$ cat src/rtl/video_timing_pkg.sv
// Timing constants, recovery FSM state type and frame-counter helper shared by the
// video timing generator and the receive-side signal recovery block.
package video_timing_pkg;

   localparam int H_ACTIVE_720P   = 1280;
   localparam int H_FP_720P       = 110;
   localparam int H_SYNC_720P     = 40;
   localparam int H_BP_720P       = 220;
   localparam int V_ACTIVE_720P   = 720;
   localparam int V_FP_720P       = 5;
   localparam int V_SYNC_720P     = 5;
   localparam int V_BP_720P       = 20;
   localparam int LOCK_FRAMES_DEF = 2;

   localparam logic [5:0] FC_WRAP = 6'd59;

   typedef enum logic [1:0] {SEARCH, MEASURE, LOCKED} recover_state_t;

   // Frame counter runs 0..FC_WRAP and wraps back to 0.
   function automatic logic [5:0] fc_inc(input logic [5:0] fc);
      return (fc == FC_WRAP) ? 6'd0 : fc + 6'd1;
   endfunction

endpackage

$ cat src/rtl/sig_edge_det.sv
// One-bit edge detector: keeps a registered copy of the input and flags
// rising/falling edges against it.
module sig_edge_det (
   input  logic clk,
   input  logic srst,
   input  logic sig,
   output logic rise,
   output logic fall,
   output logic dly
);

   logic dly_reg;

   always_ff @(posedge clk) begin
      if (srst) begin
         dly_reg <= 1'b0;
      end else begin
         dly_reg <= sig;
      end
   end

   assign rise = sig & ~dly_reg;
   assign fall = ~sig & dly_reg;
   assign dly  = dly_reg;

endmodule

$ cat src/rtl/video_sig_recover.sv
// Recovers pixel coordinates, frame pulses and a frame counter from incoming hs/vs/ad
// strobes, and checks timing for lock. Optional VIDEO_SIG_RECOVER_MEAS_OUT_EN exposes measurements.
module video_sig_recover
   import video_timing_pkg::*;
#(
   parameter int ACTIVE_H_PIXELS = H_ACTIVE_720P,
   parameter int H_FRONT_PORCH   = H_FP_720P,
   parameter int H_SYNC_WIDTH    = H_SYNC_720P,
   parameter int H_BACK_PORCH    = H_BP_720P,
   parameter int ACTIVE_LINES    = V_ACTIVE_720P,
   parameter int V_FRONT_PORCH   = V_FP_720P,
   parameter int V_SYNC_WIDTH    = V_SYNC_720P,
   parameter int V_BACK_PORCH    = V_BP_720P,
   parameter int LOCK_FRAMES     = LOCK_FRAMES_DEF,
   localparam int TOTAL_PIXELS   = ACTIVE_H_PIXELS + H_FRONT_PORCH + H_SYNC_WIDTH + H_BACK_PORCH,
   localparam int TOTAL_LINES    = ACTIVE_LINES + V_FRONT_PORCH + V_SYNC_WIDTH + V_BACK_PORCH,
   localparam int HC_W           = $clog2(TOTAL_PIXELS),
   localparam int VC_W           = $clog2(TOTAL_LINES),
   localparam int MH_W           = $clog2(2 * TOTAL_PIXELS),
   localparam int LN_W           = $clog2(TOTAL_LINES) + 1
) (
   input  logic            clk_pixel_in,
   input  logic            rst_in,
   input  logic            hs_in,
   input  logic            vs_in,
   input  logic            ad_in,
   output logic [HC_W-1:0] hcount_out,
   output logic [VC_W-1:0] vcount_out,
   output logic            ad_out,
   output logic            nf_out,
   output logic [5:0]      fc_out,
   output logic            locked_out,
   output logic            err_out
`ifdef VIDEO_SIG_RECOVER_MEAS_OUT_EN
   ,
   output logic [MH_W-1:0] meas_htotal_out,
   output logic [LN_W-1:0] meas_vtotal_out,
   output logic [LN_W-1:0] meas_vactive_out
`endif
);

   localparam int LC_W = MH_W + 1;
   localparam int GC_W = $clog2(LOCK_FRAMES + 1);

   logic [2:0] sig_vec, rise_vec, fall_vec, dly_vec;
   logic       hs_rise, vs_rise, ad_rise, ad_fall;
   logic       unused_edges;

   assign sig_vec = {ad_in, vs_in, hs_in};

   for (genvar gi = 0; gi < 3; gi++) begin : g_edge
      sig_edge_det u_edge (
         .clk  (clk_pixel_in),
         .srst (rst_in),
         .sig  (sig_vec[gi]),
         .rise (rise_vec[gi]),
         .fall (fall_vec[gi]),
         .dly  (dly_vec[gi])
      );
   end

   assign hs_rise      = rise_vec[0];
   assign vs_rise      = rise_vec[1];
   assign ad_rise      = rise_vec[2];
   assign ad_fall      = fall_vec[2];
   assign unused_edges = ^{fall_vec[1:0], dly_vec[1:0]};

   recover_state_t  state_reg, state_next;
   logic [GC_W-1:0] good_cnt_reg, good_cnt_next;
   logic            err_next;
   logic [LC_W-1:0] line_cyc_reg, act_pix_reg;
   logic [LN_W-1:0] act_lines_reg, tot_lines_reg, act_lines_end, tot_lines_end;
   logic            frame_bad_reg, line_bad, frame_fail, timeout;
   logic [HC_W-1:0] hcount_reg;
   logic [VC_W-1:0] vcount_reg;
   logic [5:0]      fc_reg;
   logic            nf_reg, locked_reg, err_reg;

   // Events coinciding with the vs rise are folded into the frame that is ending.
   always_comb begin
      line_bad      = (line_cyc_reg != LC_W'(TOTAL_PIXELS)) ||
                      ((act_pix_reg != '0) && (act_pix_reg != LC_W'(ACTIVE_H_PIXELS)));
      tot_lines_end = tot_lines_reg + LN_W'(hs_rise);
      act_lines_end = act_lines_reg + LN_W'(ad_fall);
      frame_fail    = frame_bad_reg || (hs_rise && line_bad) ||
                      (act_lines_end != LN_W'(ACTIVE_LINES)) ||
                      (tot_lines_end != LN_W'(TOTAL_LINES));
      timeout       = (line_cyc_reg == LC_W'(2 * TOTAL_PIXELS)) && !hs_rise;
   end

   always_comb begin
      state_next    = state_reg;
      good_cnt_next = good_cnt_reg;
      err_next      = 1'b0;
      if (timeout) begin
         state_next    = SEARCH;
         good_cnt_next = '0;
         err_next      = (state_reg == LOCKED);
      end else if (vs_rise) begin
         case (state_reg)
            SEARCH: state_next = MEASURE;
            MEASURE: begin
               if (frame_fail) begin
                  good_cnt_next = '0;
               end else if (good_cnt_reg == GC_W'(LOCK_FRAMES - 1)) begin
                  state_next    = LOCKED;
                  good_cnt_next = '0;
               end else begin
                  good_cnt_next = good_cnt_reg + 1'b1;
               end
            end
            LOCKED: begin
               if (frame_fail) begin
                  state_next    = MEASURE;
                  good_cnt_next = '0;
                  err_next      = 1'b1;
               end
            end
            default: state_next = SEARCH;
         endcase
      end
   end

   always_ff @(posedge clk_pixel_in) begin
      if (rst_in) begin
         state_reg     <= SEARCH;
         good_cnt_reg  <= '0;
         line_cyc_reg  <= '0;
         act_pix_reg   <= '0;
         act_lines_reg <= '0;
         tot_lines_reg <= '0;
         frame_bad_reg <= 1'b0;
         hcount_reg    <= '0;
         vcount_reg    <= '0;
         fc_reg        <= '0;
         nf_reg        <= 1'b0;
         locked_reg    <= 1'b0;
         err_reg       <= 1'b0;
      end else begin
         state_reg    <= state_next;
         good_cnt_reg <= good_cnt_next;
         locked_reg   <= (state_next == LOCKED);
         err_reg      <= err_next;
         nf_reg       <= vs_rise && (state_reg != SEARCH);
         if (vs_rise && (state_reg != SEARCH)) begin
            fc_reg <= fc_inc(fc_reg);
         end

         if (ad_rise) begin
            hcount_reg <= '0;
         end else if (ad_in && (hcount_reg != '1)) begin
            hcount_reg <= hcount_reg + 1'b1;
         end

         if (vs_rise) begin
            vcount_reg <= '0;
         end else if (ad_fall && (vcount_reg != VC_W'(TOTAL_LINES - 1))) begin
            vcount_reg <= vcount_reg + 1'b1;
         end

         // The hs rise cycle is the first cycle of the new line.
         if (hs_rise) begin
            line_cyc_reg <= LC_W'(1);
            act_pix_reg  <= LC_W'(ad_in);
         end else begin
            line_cyc_reg <= timeout ? '0 : line_cyc_reg + 1'b1;
            if (ad_in && (act_pix_reg != '1)) begin
               act_pix_reg <= act_pix_reg + 1'b1;
            end
         end

         if (vs_rise) begin
            frame_bad_reg <= 1'b0;
            tot_lines_reg <= '0;
            act_lines_reg <= '0;
         end else begin
            if (hs_rise && line_bad) begin
               frame_bad_reg <= 1'b1;
            end
            if (hs_rise && (tot_lines_reg != '1)) begin
               tot_lines_reg <= tot_lines_reg + 1'b1;
            end
            if (ad_fall && (act_lines_reg != '1)) begin
               act_lines_reg <= act_lines_reg + 1'b1;
            end
         end
      end
   end

`ifdef VIDEO_SIG_RECOVER_MEAS_OUT_EN
   logic [MH_W-1:0] meas_htotal_reg;
   logic [LN_W-1:0] meas_vtotal_reg, meas_vactive_reg;

   always_ff @(posedge clk_pixel_in) begin
      if (rst_in) begin
         meas_htotal_reg  <= '0;
         meas_vtotal_reg  <= '0;
         meas_vactive_reg <= '0;
      end else begin
         if (hs_rise) begin
            meas_htotal_reg <= line_cyc_reg[MH_W-1:0];
         end
         if (vs_rise) begin
            meas_vtotal_reg  <= tot_lines_end;
            meas_vactive_reg <= act_lines_end;
         end
      end
   end

   assign meas_htotal_out  = meas_htotal_reg;
   assign meas_vtotal_out  = meas_vtotal_reg;
   assign meas_vactive_out = meas_vactive_reg;
`endif

   assign hcount_out = hcount_reg;
   assign vcount_out = vcount_reg;
   assign ad_out     = dly_vec[2];
   assign nf_out     = nf_reg;
   assign fc_out     = fc_reg;
   assign locked_out = locked_reg;
   assign err_out    = err_reg;

endmodule
$ cat config.mk
export PLATFORM = sky130hd
export DESIGN_NAME = video_sig_recover
export DESIGN_NICKNAME = d
export VERILOG_FILES = /design/src/rtl/video_timing_pkg.sv /design/src/rtl/sig_edge_det.sv /design/src/rtl/video_sig_recover.sv
export SDC_FILE = /design/constraint.sdc
export NUM_CORES = 1
export LEC_CHECK = 0
export CAP_MARGIN = 15
export CORE_MARGIN = 2
export CORE_UTILIZATION = 57
export DETAILED_ROUTE_END_ITERATION = 10
export GPL_ROUTABILITY_DRIVEN = 1
export PLACE_DENSITY = 0.9
export SLEW_MARGIN = 25
export SYNTH_ARGS = -nofsm -noshare
export SYNTH_HDL_FRONTEND = slang
export SYNTH_SLANG_ARGS = --single-unit
$ cat constraint.sdc
create_clock -name clk_pixel_in -period 4.1 [get_ports clk_pixel_in]
set_input_delay 1.025 -clock clk_pixel_in [delete_from_list [all_inputs] [get_ports clk_pixel_in]]
set_output_delay 1.025 -clock clk_pixel_in [all_outputs]
set_load 0.05 [all_outputs]
### Yosys cells after proc, flatten, opt, wreduce, memory -nomap -nowiden

Cells that the tools add are included.

* flip-flop bits (word level): 86
* input port bits: 5
* output and inout bits: 31
* logic and storage cells: 96

* $add $sub $neg: 10
* eq/ne operators: 16
* multiplexer cells: 19
* bitwise logic cells: 8
* reduce and logical (&&, ||, !) cells: 25

Operators with widths (number)
* $add 11x1->11 const B: 3
* $ne 11x11->1 const B: 3
* $add 13x1->13 const B: 2
* $ne 13x11->1 const B: 2
* $add 11x1->11: 2
* $ne 11x10->1 const B: 2
* $mux 2: 8
* $eq 13x12->1 const B: 1
* $ne 13x13->1 const B: 1
* $reduce_bool 13->1: 1
* $add 10x1->10 const B: 1
* $ne 10x10->1 const B: 1
* $logic_and 1x1->1: 9
* $mux 1: 8
* $reduce_or 2->1: 4
* $add 6x1->6 const B: 1
* $eq 6x6->1 const B: 1
* $mux 6: 1
* $pmux 2 s3: 1
* $reduce_bool 2->1: 3
* $and 1x1->1: 4
* $eq 2x1->1 const B: 2
* $eq 2x2->1 const B: 2
* $logic_or 1x1->1: 4
* 8 further kinds: 11

### Depth between registers and ports, before layout

Gate-level depths: netlist of run 1.

* depth in word-level cells: 12
* mapped depth: 10
* mapped depth without buffers: 10

### Cells and area by module

A second synthesis of run 1 with hierarchy kept.

* cells, all modules: 502
* area, all modules: 4311.6 um2

Modules (own cells, without submodules)
* video_sig_recover: instances 1, cells each 490, area an instance 4195.3 um2, seq. area each 1661.6 um2
* sig_edge_det: instances 3, cells each 4, area an instance 38.8 um2, seq. area each 20.0 um2

### Worst setup path after synthesis of run 1

Ideal clock, no wire load.

* path kind: input port to flip-flop
* start point: input ad_in
* end point: register good_cnt_reg[1]
* library setup time: 0.078 ns
* arrival: 2.986 ns
* data required time: 4.022 ns
* path slack: 1.037 ns
* cell stages on the path: 10
* path through: clkbuf_1 > nand2b_1 > inv_1 > ha_1 > nor4bb_1 > nand3b_1 > a311o_1 > nor4_1 > a31oi_1 > nor3_1

* longest elaborated chain between the ends: 8
* elaborated cells on any way between the ends: 10
* those cells by class: 1 x add/sub; 2 x eq/ne; 2 x mux; 2 x bitwise; 3 x reduce/logical

RTL lines
* start: declaration: line video_sig_recover.sv:26 `input logic ad_in,`
* $not 1->1 (*): line sig_edge_det.sv:23 `assign fall = ~sig & dly_reg;`
* $and 1x1->1 (*): line sig_edge_det.sv:23
* $add 11x1->11 (*): line video_sig_recover.sv:84 `act_lines_end = act_lines_reg + LN_W'(ad_fall);`
* $ne 11x10->1 (*): line video_sig_recover.sv:86 `(act_lines_end != LN_W'(ACTIVE_LINES)) ||`
* $logic_or 1x1->1 (*): line video_sig_recover.sv:85 `frame_fail = frame_bad_reg || (hs_rise && line_bad) ||`
* $logic_or 1x1->1 (*): line video_sig_recover.sv:86
* $mux 2 or $ne 2x2->1 (tied branches)
* $pmux 2 s2 or $reduce_and 3->1 (tied branches)
* end signal: assignment: line video_sig_recover.sv:141 `good_cnt_reg <= good_cnt_next;`
* end: declaration: line video_sig_recover.sv:69 `logic [GC_W-1:0] good_cnt_reg, good_cnt_next;`

Every way passes the cells marked *; elsewhere a longest branch is shown, timed or not.
A chain may end at the register's enable or synchronous reset.

### Worst setup path after layout of run 1

* start point: input hs_in
* end point: register locked_reg (netlist: locked_out)

* longest elaborated chain between the ends: 10
* elaborated cells on any way between the ends: 15
* those cells by class: 1 x add/sub; 2 x eq/ne; 5 x mux; 1 x bitwise; 6 x reduce/logical

RTL lines
* start: declaration: line video_sig_recover.sv:24 `input logic hs_in,`
* $and 1x1->1 (*): line sig_edge_det.sv:22 `assign rise = sig & ~dly_reg;`
* branches (longest 7 deep; another with $add 11x1->11)
* $mux 2 (*): line video_sig_recover.sv:95 `if (timeout) begin`
* $eq 2x2->1 (*): line video_sig_recover.sv:142 `locked_reg <= (state_next == LOCKED);`
* end signal: assignment: line video_sig_recover.sv:142
* end: declaration: line video_sig_recover.sv:77 `logic nf_reg, locked_reg, err_reg;`

Every way passes the cells marked *.

==> tab_implementation.tex, run 1 <==
\begin{tabular}{lr}
\hline
Metric & Value \\
\hline
\multicolumn{2}{l}{\textbf{STA}} \\
Pins over their slew limit & 0 \\
Sum of negative setup slack & 0 ps \\
Max Freq & 292 MHz \\
Final period utilization & 83.6\% \\
Worst-Margin Slew & 813 ps \\
\# setup viols final & 0 \\
Post-layout min period & 3430 ps \\
Worst Clk Skew & 15.3 ps \\
RSZ-0062 raised after global routing & no \\
Final hold viol count & 0 \\
Min Hold Slack & 460 ps \\
Headroom to the max-slew limit & 45.5\% \\
\multicolumn{2}{l}{\textbf{Placement}} \\
Number of input and output port buffers inserted & 35 \\
Instance area at placement & 4760 µm² \\
Half-perimeter wire length after placement & 6800 µm \\
Global placement routability congestion & 0.873 \\
\multicolumn{2}{l}{\textbf{Yosys}} \\
Cell Area, Synth & 4340 µm² \\
Most used flip-flop cell after synthesis & sky130\_fd\_sc\_hd\_\_dfxtp\_1 \\
Post-synth top area cell & sky130\_fd\_sc\_hd\_\_dfxtp\_1 \\
Number of flip-flops and latches in the synthesized netlist & 86 \\
Sequential area share after synthesis & 39.7\% \\
Number of enable-type register cells in the synthesized netlist & 0 \\
Post-Synthesis Cells & 508 \\
Post-synthesis area per instance & 8.54 µm² \\
Number of warnings issued by yosys & 0 \\
Top-area cell type share of the netlist area & 39.7\% \\
Library cells used by synthesis & 61 \\
Most common library cells after synthesis & 86 x sky130\_fd\_sc\_hd\_\_dfxtp\_1, 84 x sky130\_fd\_sc\_hd\_\_nor2\_1, 40 x sky130\_fd\_sc\_hd\_\_nand2\_1, 30 x sky130\_fd\_sc\_hd\_\_xor2\_1, 25 x sky130\_fd\_sc\_hd\_\_xnor2\_1 \\
Most used standard cell by instance count after synthesis & sky130\_fd\_sc\_hd\_\_dfxtp\_1 \\
Post-synth net total & 529 \\
Area contributors post-synth & sky130\_fd\_sc\_hd\_\_dfxtp\_1 40\%, sky130\_fd\_sc\_hd\_\_nor2\_1 7.3\%, sky130\_fd\_sc\_hd\_\_xor2\_1 6.1\% \\
Async set or reset register ratio after synthesis & 0\% \\
\multicolumn{2}{l}{\textbf{Power and ir drop}} \\
Static leakage power & 1.70 nW \\
P\_int & 1.12 mW \\
Gate power share & 6.4\% \\
Share of total power in sequential cells & 56.0\% \\
Power share of the clock group & 37.6\% \\
Switching power & 0.415 mW \\
Switching portion of total power & 27.1\% \\
Pwr dens & 309 nW/µm² \\
Worst IR drop on VDD & 182 µV \\
\multicolumn{2}{l}{\textbf{Die}} \\
Floorplan Core Area & 7290 µm² \\
Num ports & 36 \\
Die area & 8320 µm² \\
Die span in y & 91.2 µm \\
Starting Density & 59.5\% \\
DIE WIDTH & 91.2 µm \\
Total number of placement rows & 31 \\
\multicolumn{2}{l}{\textbf{Min path}} \\
Startpoint of the lowest-slack hold path & good\_cnt\_reg[1] \\
HP Class & reg -> reg \\
Worst hold path endpoint & good\_cnt\_reg[1] \\
Worst hold stages & 2 \\
\multicolumn{2}{l}{\textbf{Finish}} \\
Antenna fix cells & 0 \\
Fraction of the core area covered by cells at the end of the flow & 67.8\% \\
Layout net count & 562 \\
Fraction of final layout cells sized beyond drive strength 1 & 6.41\% \\
Synth-to-Final Area Change & 14.1\% \\
Number of inserted filler cells in the final layout & 585 \\
Post-Layout Inst Area & 4950 µm² \\
\multicolumn{2}{l}{\textbf{CTS}} \\
Number of sinks driven by the clock tree & 86 \\
H-tree level count & 3 \\
Clock Pin Slew Worst Setup and Hold Paths & 100 ps \\
CTS Hold Bufs & 0 \\
Resize count post-CTS & 0 \\
Max clock buf depth & 2 \\
Clock latency on the worst-skew pair & 370 ps \\
Clock buffers created by TritonCTS & 9 \\
CTS tree & yes \\
Buffer cell driving the clock tree root & sky130\_fd\_sc\_hd\_\_clkbuf\_8 \\
Post-CTS setup buffers & 0 \\
\multicolumn{2}{l}{\textbf{Drt}} \\
Average wire per cell in the routed design & 14.7 µm \\
Post-route ant nets & 0 \\
DR pass1 iterations & 4 \\
DRC violation total after the first TritonRoute iteration & 176 \\
Routed via count & 3,738 \\
Detailed-route vias per instance & 5.80 \\
Final wirelength & 9500 µm \\
Final routed DRC violation total & 0 \\
\multicolumn{2}{l}{\textbf{Worst setup path}} \\
CP endpoint kind & flop \\
Worst reg2reg path startpoint & g\_edge[0].u\_edge.dly \\
Arr. time, crit path & 3710 ps \\
Top fanout value on the critical path & 6 \\
Worst path required time & 4390 ps \\
Category of the most critical setup path & in -> reg \\
Register-to-Register Path Depth & 10 \\
Startpoint types & primary input \\
FF-to-FF End & locked\_out \\
Reg2Reg Setup Slack & 1420 ps \\
\multicolumn{2}{l}{\textbf{GRT}} \\
Maximum number of pins on one net before global-route repair & 21 \\
Wire length of the first global-routing pass & 16,200 µm \\
Vias in the first global route & 3,540 \\
Overall routing resource usage & 23.4\% \\
Antenna violations before repair & 0 \\
Residual overflow from global routing & 0 \\
\multicolumn{2}{l}{\textbf{Outcome}} \\
Result of the run & complete, no violations \\
\multicolumn{2}{l}{\textbf{Job}} \\
Max Cap Viol & 0 \\
\hline
\end{tabular}
==> per-layer routing <==
layer	wire, µm	GRT usage, %	vias to the layer above	part of all wire (%)
met3	399	3.90	13	4.2
met1	4300	29.6	1796	45
met4	135	7.95	0	1.4
met5	0	0	-	0
met2	4670	40.6	81	49
li1	-	-	1848	-
==> power groups by stage <==
stage               combinational, mW  clock [mW]  sequential [mW]
finish                         0.0972       0.575            0.858
global route                    0.106       0.615            0.860
CTS                            0.0970       0.577            0.857
detailed placement             0.0947           0            0.877
global placement               0.0910           0            0.876
floorplan                      0.0585           0            0.884
==> final cells by class <==
class	instances	area [µm²]	area share [%]
well taps	99	124	2.50
clock buffers	9	124	2.50
inverters	21	78.8	1.59
clock inverters	7	60.1	1.21
repair buffers	39	380	7.69
multi-input cells	384	2460	49.7
flip-flops and latches	86	1720	34.8
==> cells by family after synthesis <==
logic type / after synthesis / synth area share [%]
buffers and inverters: 38 / 3.61
adders and majority gates: 16 / 4.62
xor gates and xnor gates: 55 / 11.1
and+or+nand+nor: 242 / 28.6
DFF: 86 / 39.7
AOI/OAI and AO/OA: 66 / 11.2
muxes: 5 / 1.15
==> through the flow <==
step | total power [mW] | worst slack (ps) | instances
floorplan | 0.942 | 1040 | 508
global placement | 0.967 | 496 | 629
detailed placement | 0.972 | 347 | 629
CTS | 1.53 | 672 | 645
global route | 1.58 | 443 | 645
finish | 1.53 | 674 | 645
==> cells in the final DEF (no fill, tap or decap), types with 18 or more instances in the layout <==
cell,instances
sky130_fd_sc_hd__nand3_1,21
sky130_fd_sc_hd__xor2_1,30
sky130_fd_sc_hd__nand4_1,18
sky130_fd_sc_hd__dfxtp_1,86
sky130_fd_sc_hd__xnor2_1,25
sky130_fd_sc_hd__nor3_1,18
sky130_fd_sc_hd__inv_1,21
sky130_fd_sc_hd__nand2_1,40
sky130_fd_sc_hd__clkdlybuf4s50_1,35
sky130_fd_sc_hd__nor2_1,84
==> how the worst max path moves through the flow <==
stage / end / from / slack, ps
after detailed placement: locked_out / hs_in / 350
final: locked_out / hs_in / 670
after floorplan: good_cnt_reg[1] / ad_in / 1040
after global placement: locked_out / hs_in / 500
after global routing: locked_out / hs_in / 440
after CTS: locked_out / hs_in / 670
==> worst max-delay path: stages <==
cell and delay, ps:
sky130_fd_sc_hd__clkdlybuf4s50_1 410, sky130_fd_sc_hd__nand2b_1 210, sky130_fd_sc_hd__inv_1 160, sky130_fd_sc_hd__ha_1 280, sky130_fd_sc_hd__ha_1 260, sky130_fd_sc_hd__and3b_1 190
sky130_fd_sc_hd__nor4b_2 290, sky130_fd_sc_hd__o211ai_1 130, sky130_fd_sc_hd__nor3_2 340, sky130_fd_sc_hd__nand3_1 160, sky130_fd_sc_hd__a211oi_1 250
Power figures use the tool's default switching activity.
==> run 2: changes to the inputs <==
Settings changed: CORE_UTILIZATION 57 to 52, PLACE_DENSITY 0.9 to 0.87.
Clock period 4.1 ns to 2.96 ns, I/O delays scaled along.
==> run 2 against run 1 <==
Net effect:
- clock skew is 2.8 ps lower
- flip-flop and latch count unchanged
- combinational power increased by 48%
- highest routed layer unchanged
- cell area grew 3.0%
==> tab_implementation.tex, run 2 (synthesis gave the netlist of run 1 again) <==
\begin{tabular}{lr}
\hline
Metric & Value \\
\hline
\multicolumn{2}{l}{\textbf{STA}} \\
Worst-Margin Slew & 522 ps (-291 ps) \\
Post-layout min period & 2880 ps \\
Pins over their slew limit & 0 (unchanged) \\
Min Hold Slack & 472 ps (+11.7 ps) \\
Sum of negative setup slack & 0 ps (unchanged) \\
Worst Clk Skew & 12.5 ps (-2.79 ps) \\
Max Freq & 347 MHz \\
Final period utilization & 97.4\% \\
Headroom to the max-slew limit & 65.1\% (+20 points) \\
\# setup viols final & 0 (unchanged) \\
Final hold viol count & 0 (unchanged) \\
\multicolumn{2}{l}{\textbf{Worst setup path}} \\
Top fanout value on the critical path & 6 (unchanged) \\
Category of the most critical setup path & in -> reg \\
CP endpoint kind & flop \\
Startpoint types & primary input \\
Register-to-Register Path Depth & 10 (unchanged) \\
Arr. time, crit path & 3160 ps (-550 ps) \\
Worst path required time & 3240 ps (-1150 ps) \\
\multicolumn{2}{l}{\textbf{Power and ir drop}} \\
Power share of the clock group & 38.3\% (+0.7 points) \\
Switching portion of total power & 24.9\% (-2.2 points) \\
Pwr dens & 423 nW/µm² (+37\%) \\
Worst IR drop on VDD & 227 µV (+25\%) \\
Static leakage power & 1.75 nW (+3.0\%) \\
P\_int & 1.62 mW (+45\%) \\
Gate power share & 6.7\% (+0.3 points) \\
Switching power & 0.538 mW (+30\%) \\
Share of total power in sequential cells & 55.1\% (-0.9 points) \\
\multicolumn{2}{l}{\textbf{Placement}} \\
Post-placement cell count & 646 (+2.7\%) \\
Number of input and output port buffers inserted & 35 (unchanged) \\
Global placement routability congestion & 0.834 (-4.5\%) \\
Half-perimeter wire length after placement & 6720 µm (-1.2\%) \\
\multicolumn{2}{l}{\textbf{Drt}} \\
DRC violation total after the first TritonRoute iteration & 166 (-5.7\%) \\
Routed via count & 3,747 (+0.24\%) \\
Final routed DRC violation total & 0 (unchanged) \\
Final wirelength & 9390 µm (-1.2\%) \\
Post-route ant nets & 0 (unchanged) \\
Average wire per cell in the routed design & 14.2 µm (-3.6\%) \\
DR pass1 iterations & 4 (unchanged) \\
Detailed-route vias per instance & 5.67 (-2.2\%) \\
\multicolumn{2}{l}{\textbf{CTS}} \\
Buffer cell driving the clock tree root & sky130\_fd\_sc\_hd\_\_clkbuf\_8 \\
Number of sinks driven by the clock tree & 86 (unchanged) \\
Clock latency on the worst-skew pair & 360 ps (about the same) \\
Max clock buf depth & 2 (unchanged) \\
Clock buffers created by TritonCTS & 9 (unchanged) \\
H-tree level count & 3 (unchanged) \\
Clock Pin Slew Worst Setup and Hold Paths & 80 ps (-20 ps) \\
CTS tree & yes \\
CTS Hold Bufs & 0 (unchanged) \\
\multicolumn{2}{l}{\textbf{Die}} \\
Num ports & 36 (unchanged) \\
Die span in y & 95.3 µm (+4.5\%) \\
Starting Density & 53.3\% (-6.2 points) \\
DIE WIDTH & 95.3 µm (+4.5\%) \\
Die area & 9090 µm² (+9.2\%) \\
Floorplan Core Area & 8130 µm² (+12\%) \\
Total number of placement rows & 33 (+6.5\%) \\
\multicolumn{2}{l}{\textbf{Finish}} \\
Commonest cells after routing, fill and taps aside & 86 x sky130\_fd\_sc\_hd\_\_dfxtp\_1, 84 x sky130\_fd\_sc\_hd\_\_nor2\_1, 40 x sky130\_fd\_sc\_hd\_\_nand2\_1, 35 x sky130\_fd\_sc\_hd\_\_clkdlybuf4s50\_1, 30 x sky130\_fd\_sc\_hd\_\_xor2\_1 \\
Antenna fix cells & 0 (unchanged) \\
Layout Cells excl Fill & 661 (+2.5\%) \\
Synth-to-Final Area Change & 17.5\% \\
Fraction of final layout cells sized beyond drive strength 1 & 9.17\% (+2.8 points) \\
Most common cell after layout, fill and taps aside & sky130\_fd\_sc\_hd\_\_dfxtp\_1 \\
Number of inserted filler cells in the final layout & 641 (+9.6\%) \\
Layout net count & 573 (+2.0\%) \\
\multicolumn{2}{l}{\textbf{GRT}} \\
Maximum number of pins on one net before global-route repair & 33 (+57\%) \\
Residual overflow from global routing & 0 (unchanged) \\
Antenna violations before repair & 0 (unchanged) \\
Wire length of the first global-routing pass & 15,500 µm (-4.3\%) \\
Overall routing resource usage & 21.4\% (-2.0 points) \\
Vias in the first global route & 3,520 (-0.56\%) \\
\multicolumn{2}{l}{\textbf{Min path}} \\
HP Class & reg -> reg \\
Worst hold stages & 2 (unchanged) \\
\multicolumn{2}{l}{\textbf{Job}} \\
Max Cap Viol & 0 (unchanged) \\
\multicolumn{2}{l}{\textbf{Outcome}} \\
Result of the run & complete, no violations \\
\hline
\end{tabular}
## run 2: worst max-delay path, stage by stage
cell,delay [ps]
sky130_fd_sc_hd__clkdlybuf4s50_1,430
sky130_fd_sc_hd__nand2b_1,120
sky130_fd_sc_hd__inv_1,80
sky130_fd_sc_hd__ha_2,200
sky130_fd_sc_hd__buf_4,130
sky130_fd_sc_hd__and3_1,230
sky130_fd_sc_hd__a31oi_2,200
sky130_fd_sc_hd__o2111ai_2,170
sky130_fd_sc_hd__a211oi_4,430
sky130_fd_sc_hd__a31oi_2,190
sky130_fd_sc_hd__a211oi_2,240
## run 2: metrics by stage
step           utilization [%]  power (mW)  area, µm²  setup slack (ps)
2_1_floorplan                -        1.31       4340               182
3_3_place_gp              59.7        1.35       4850              -193
3_5_place_dp              59.7        1.35       4850              -280
4_1_cts                   62.1        2.16       5050              69.9
5_1_grt                   62.7        2.23       5100             -55.4
6_report                  62.7        2.16       5100              78.4
## run 2: power by group through the flow
stage / clock network [mW] / registers, mW / logic (mW)
after detailed placement: 0 / 1.21 / 0.140
final: 0.825 / 1.19 / 0.144
after global routing: 0.878 / 1.19 / 0.157
after global placement: 0 / 1.21 / 0.135
after floorplan: 0 / 1.22 / 0.0810
after CTS: 0.835 / 1.19 / 0.142
## run 2: area by class of cell
| type | instances | area, µm² | area share, % |
|---|---|---|---|
| Tap cell | 105 | 131 | 2.58 |
| Multi-Input combinational cell | 384 | 2510 | 49.2 |
| Sequential cell | 86 | 1720 | 33.8 |
| Clock inverter | 6 | 71.3 | 1.40 |
| Inverter | 21 | 78.8 | 1.55 |
| Timing Repair Buffer | 50 | 463 | 9.08 |
| Clock buffer | 9 | 124 | 2.43 |
## run 2: repair_timing
item                                    4_1_cts  5_1_grt
resized for setup                             0       10
buffers inserted                              0        0
endpoints found under the setup margin        0        4
## run 2: final timing paths
check,from,endpoint,slack [ps]
worst min-delay path,good_cnt_reg[1],good_cnt_reg[1],470
worst max-delay path,hs_in,locked_out,80
worst min register to register,good_cnt_reg[1],good_cnt_reg[1],470
worst max register to register,g_edge[0].u_edge.dly,locked_out,540
## run 2: layer usage
layer	vias up	routed length, µm	track usage [%]
met5	-	0	0
met4	0	204	10.1
met3	18	346	3.16
met2	95	4700	37.2
met1	1773	4140	26.0
li1	1861	-	-
==> run 3: changes to the inputs <==
Settings changed: MAX_ROUTING_LAYER from default to met4.
==> run 3 against run 2 <==
Net effect:
- fmax barely moved
- worst setup slack got worse by 2.6 ps
- critical path depth did not move
- die area did not move
- sequential share of layout area did not move
- hold slack barely moved
- largest cell class unchanged
- register-to-register slack barely moved
- power barely moved
- first-iteration DRC count fell by 3.6%
- core utilization did not move
- global-route usage rose by 0.62 points
==> tab_implementation.tex, run 3 (synthesis gave the netlist of run 1 again) <==
\begin{tabular}{lr}
\hline
Metric & Value \\
\hline
\multicolumn{2}{l}{\textbf{Finish}} \\
Register area & 1720 µm² (unchanged) \\
Commonest cells after routing, fill and taps aside & 86 x sky130\_fd\_sc\_hd\_\_dfxtp\_1, 84 x sky130\_fd\_sc\_hd\_\_nor2\_1, 40 x sky130\_fd\_sc\_hd\_\_nand2\_1, 35 x sky130\_fd\_sc\_hd\_\_clkdlybuf4s50\_1, 30 x sky130\_fd\_sc\_hd\_\_xor2\_1 \\
Fraction of final layout cells sized beyond drive strength 1 & 9.17\% (unchanged) \\
Number of inserted filler cells in the final layout & 641 (unchanged) \\
Synth-to-Final Area Change & 17.5\% (unchanged) \\
Layout net count & 573 (unchanged) \\
Most common cell after layout, fill and taps aside & sky130\_fd\_sc\_hd\_\_dfxtp\_1 \\
Fraction of the core area covered by cells at the end of the flow & 62.7\% (unchanged) \\
Antenna fix cells & 0 (unchanged) \\
Post-Layout Inst Area & 5100 µm² (unchanged) \\
Area taken by multi-input logic gates & 2510 µm² (unchanged) \\
\multicolumn{2}{l}{\textbf{Min path}} \\
HP Class & reg -> reg \\
Worst hold stages & 2 (unchanged) \\
Startpoint of the lowest-slack hold path & good\_cnt\_reg[1] \\
\multicolumn{2}{l}{\textbf{Worst setup path}} \\
Startpoint types & primary input \\
Kind of cell with the highest combined delay on the critical path & compound AO/OA/AOI/OAI gates \\
Buf/Inv on CP & 3 (unchanged) \\
Beginning of the critical path & hs\_in \\
Worst reg2reg path startpoint & g\_edge[0].u\_edge.dly \\
Series of cell instances along the critical path & clkdlybuf4s50\_1, nand2b\_1, inv\_1, ha\_2, buf\_4, and3\_1, a31oi\_2, o2111ai\_2, a211oi\_4, a31oi\_2, a211oi\_2 \\
Top fanout value on the critical path & 6 (unchanged) \\
Cell repeated most along the worst path & sky130\_fd\_sc\_hd\_\_a31oi\_2 \\
Cell depth of the worst setup path & 11 (unchanged) \\
Arr. time, crit path & 3160 ps (about the same) \\
Register-to-Register Path Depth & 10 (unchanged) \\
Crit path largest cell delay & 440 ps (about the same) \\
Highest-delay cell along the critical path & sky130\_fd\_sc\_hd\_\_a211oi\_4 \\
Worst path required time & 3240 ps (about the same) \\
Category of the most critical setup path & in -> reg \\
CP endpoint kind & flop \\
\multicolumn{2}{l}{\textbf{Die}} \\
Die area & 9090 µm² (unchanged) \\
Total number of placement rows & 33 (unchanged) \\
Floorplan Core Area & 8130 µm² (unchanged) \\
Starting Density & 53.3\% (unchanged) \\
DIE WIDTH & 95.3 µm (unchanged) \\
Num ports & 36 (unchanged) \\
Die span in y & 95.3 µm (unchanged) \\
\multicolumn{2}{l}{\textbf{CTS}} \\
Clock buffers created by TritonCTS & 9 (unchanged) \\
Clock Pin Slew Worst Setup and Hold Paths & 80 ps (about the same) \\
H-tree level count & 3 (unchanged) \\
CTS tree & yes \\
CTS Hold Bufs & 0 (unchanged) \\
Clock latency on the worst-skew pair & 360 ps (about the same) \\
Buffer cell driving the clock tree root & sky130\_fd\_sc\_hd\_\_clkbuf\_8 \\
Number of sinks driven by the clock tree & 86 (unchanged) \\
Max clock buf depth & 2 (unchanged) \\
\multicolumn{2}{l}{\textbf{Drt}} \\
Average wire per cell in the routed design & 14.2 µm (about the same) \\
Post-route ant nets & 0 (unchanged) \\
Routed via count & 3,747 (unchanged) \\
DR pass1 iterations & 5 (+1) \\
DRC violation total after the first TritonRoute iteration & 160 (-3.6\%) \\
Detailed-route vias per instance & 5.67 (unchanged) \\
Final wirelength & 9400 µm (about the same) \\
Final routed DRC violation total & 0 (unchanged) \\
\multicolumn{2}{l}{\textbf{STA}} \\
Final period utilization & 97.4\% (about the same) \\
Max Freq & 347 MHz (about the same) \\
Worst Clk Skew & 10.8 ps (-1.73 ps) \\
Sum of negative setup slack & 0 ps (unchanged) \\
Worst-Margin Slew & 522 ps (+0.176 ps) \\
Pins over their slew limit & 0 (unchanged) \\
Post-layout min period & 2880 ps (+2.64 ps) \\
Headroom to the max-slew limit & 65.1\% (about the same) \\
Final hold viol count & 0 (unchanged) \\
\# setup viols final & 0 (unchanged) \\
\multicolumn{2}{l}{\textbf{GRT}} \\
Vias in the first global route & 3,522 (+0.057\%) \\
Maximum number of pins on one net before global-route repair & 33 (unchanged) \\
Residual overflow from global routing & 0 (unchanged) \\
Overall routing resource usage & 22.1\% (+0.62 points) \\
Wire length of the first global-routing pass & 15,500 µm (unchanged) \\
Antenna violations before repair & 0 (unchanged) \\
\multicolumn{2}{l}{\textbf{Placement}} \\
Half-perimeter wire length after placement & 6720 µm (unchanged) \\
Instance area at placement & 4850 µm² (unchanged) \\
Number of input and output port buffers inserted & 35 (unchanged) \\
Global placement routability congestion & 0.847 (+1.5\%) \\
\multicolumn{2}{l}{\textbf{Power and ir drop}} \\
Static leakage power & 1.75 nW (unchanged) \\
Worst IR drop on VDD & 227 µV (about the same) \\
Pwr dens & 423 nW/µm² (about the same) \\
\multicolumn{2}{l}{\textbf{Outcome}} \\
Result of the run & complete, no violations \\
\multicolumn{2}{l}{\textbf{Job}} \\
Max Cap Viol & 0 (unchanged) \\
\hline
\end{tabular}
[run 3: worst paths after layout]
check	endpoint	slack, ps
min	good_cnt_reg[1]	470
max	locked_out	80
max reg2reg	locked_out	540
min reg2reg	good_cnt_reg[1]	470
[run 3: metal layers]
layer	vias to the layer above	global-route usage, %	share of wire [%]
li1	1862	-	-
met1	1772	26.0	44
met2	93	37.2	50
met3	20	3.16	3.6
met4	0	10.1	2.2
met5	-	-	0
[run 3: repair_timing]
action                     CTS  global route
buffers inserted             0             0
gates resized for setup      0            10
setup endpoints to repair    0             4
[run 3: cell type report]
cell class	instances	share of cell area, %
Clock buffer	9	2.43
Clock inverter	6	1.40
Inverter	21	1.55
Multi-Input combinational cell	384	49.2
Sequential cell	86	33.8
Tap cell	105	2.58
Timing Repair Buffer	50	9.08
[run 3: power breakdown]
| group | switching, mW | internal, mW |
|---|---|---|
| clock | 0.431 | 0.392 |
| combinational | 0.0870 | 0.0569 |
| sequential | 0.0179 | 1.17 |
[run 3: worst min-delay path: stages, from the launching register on]
cell                      delay (ps)
sky130_fd_sc_hd__dfxtp_1         320
sky130_fd_sc_hd__nand2_1          60
sky130_fd_sc_hd__nor3_1           50
[run 3: stage by stage]
step	hold slack [ps]	cells	power (mW)	setup slack, ps
final	472	661	2.16	75.7
after global routing	496	661	2.23	-55.4
after CTS	463	661	2.16	69.9
after detailed placement	451	646	1.35	-280
after global placement	436	646	1.35	-193
after floorplan	424	508	1.31	182
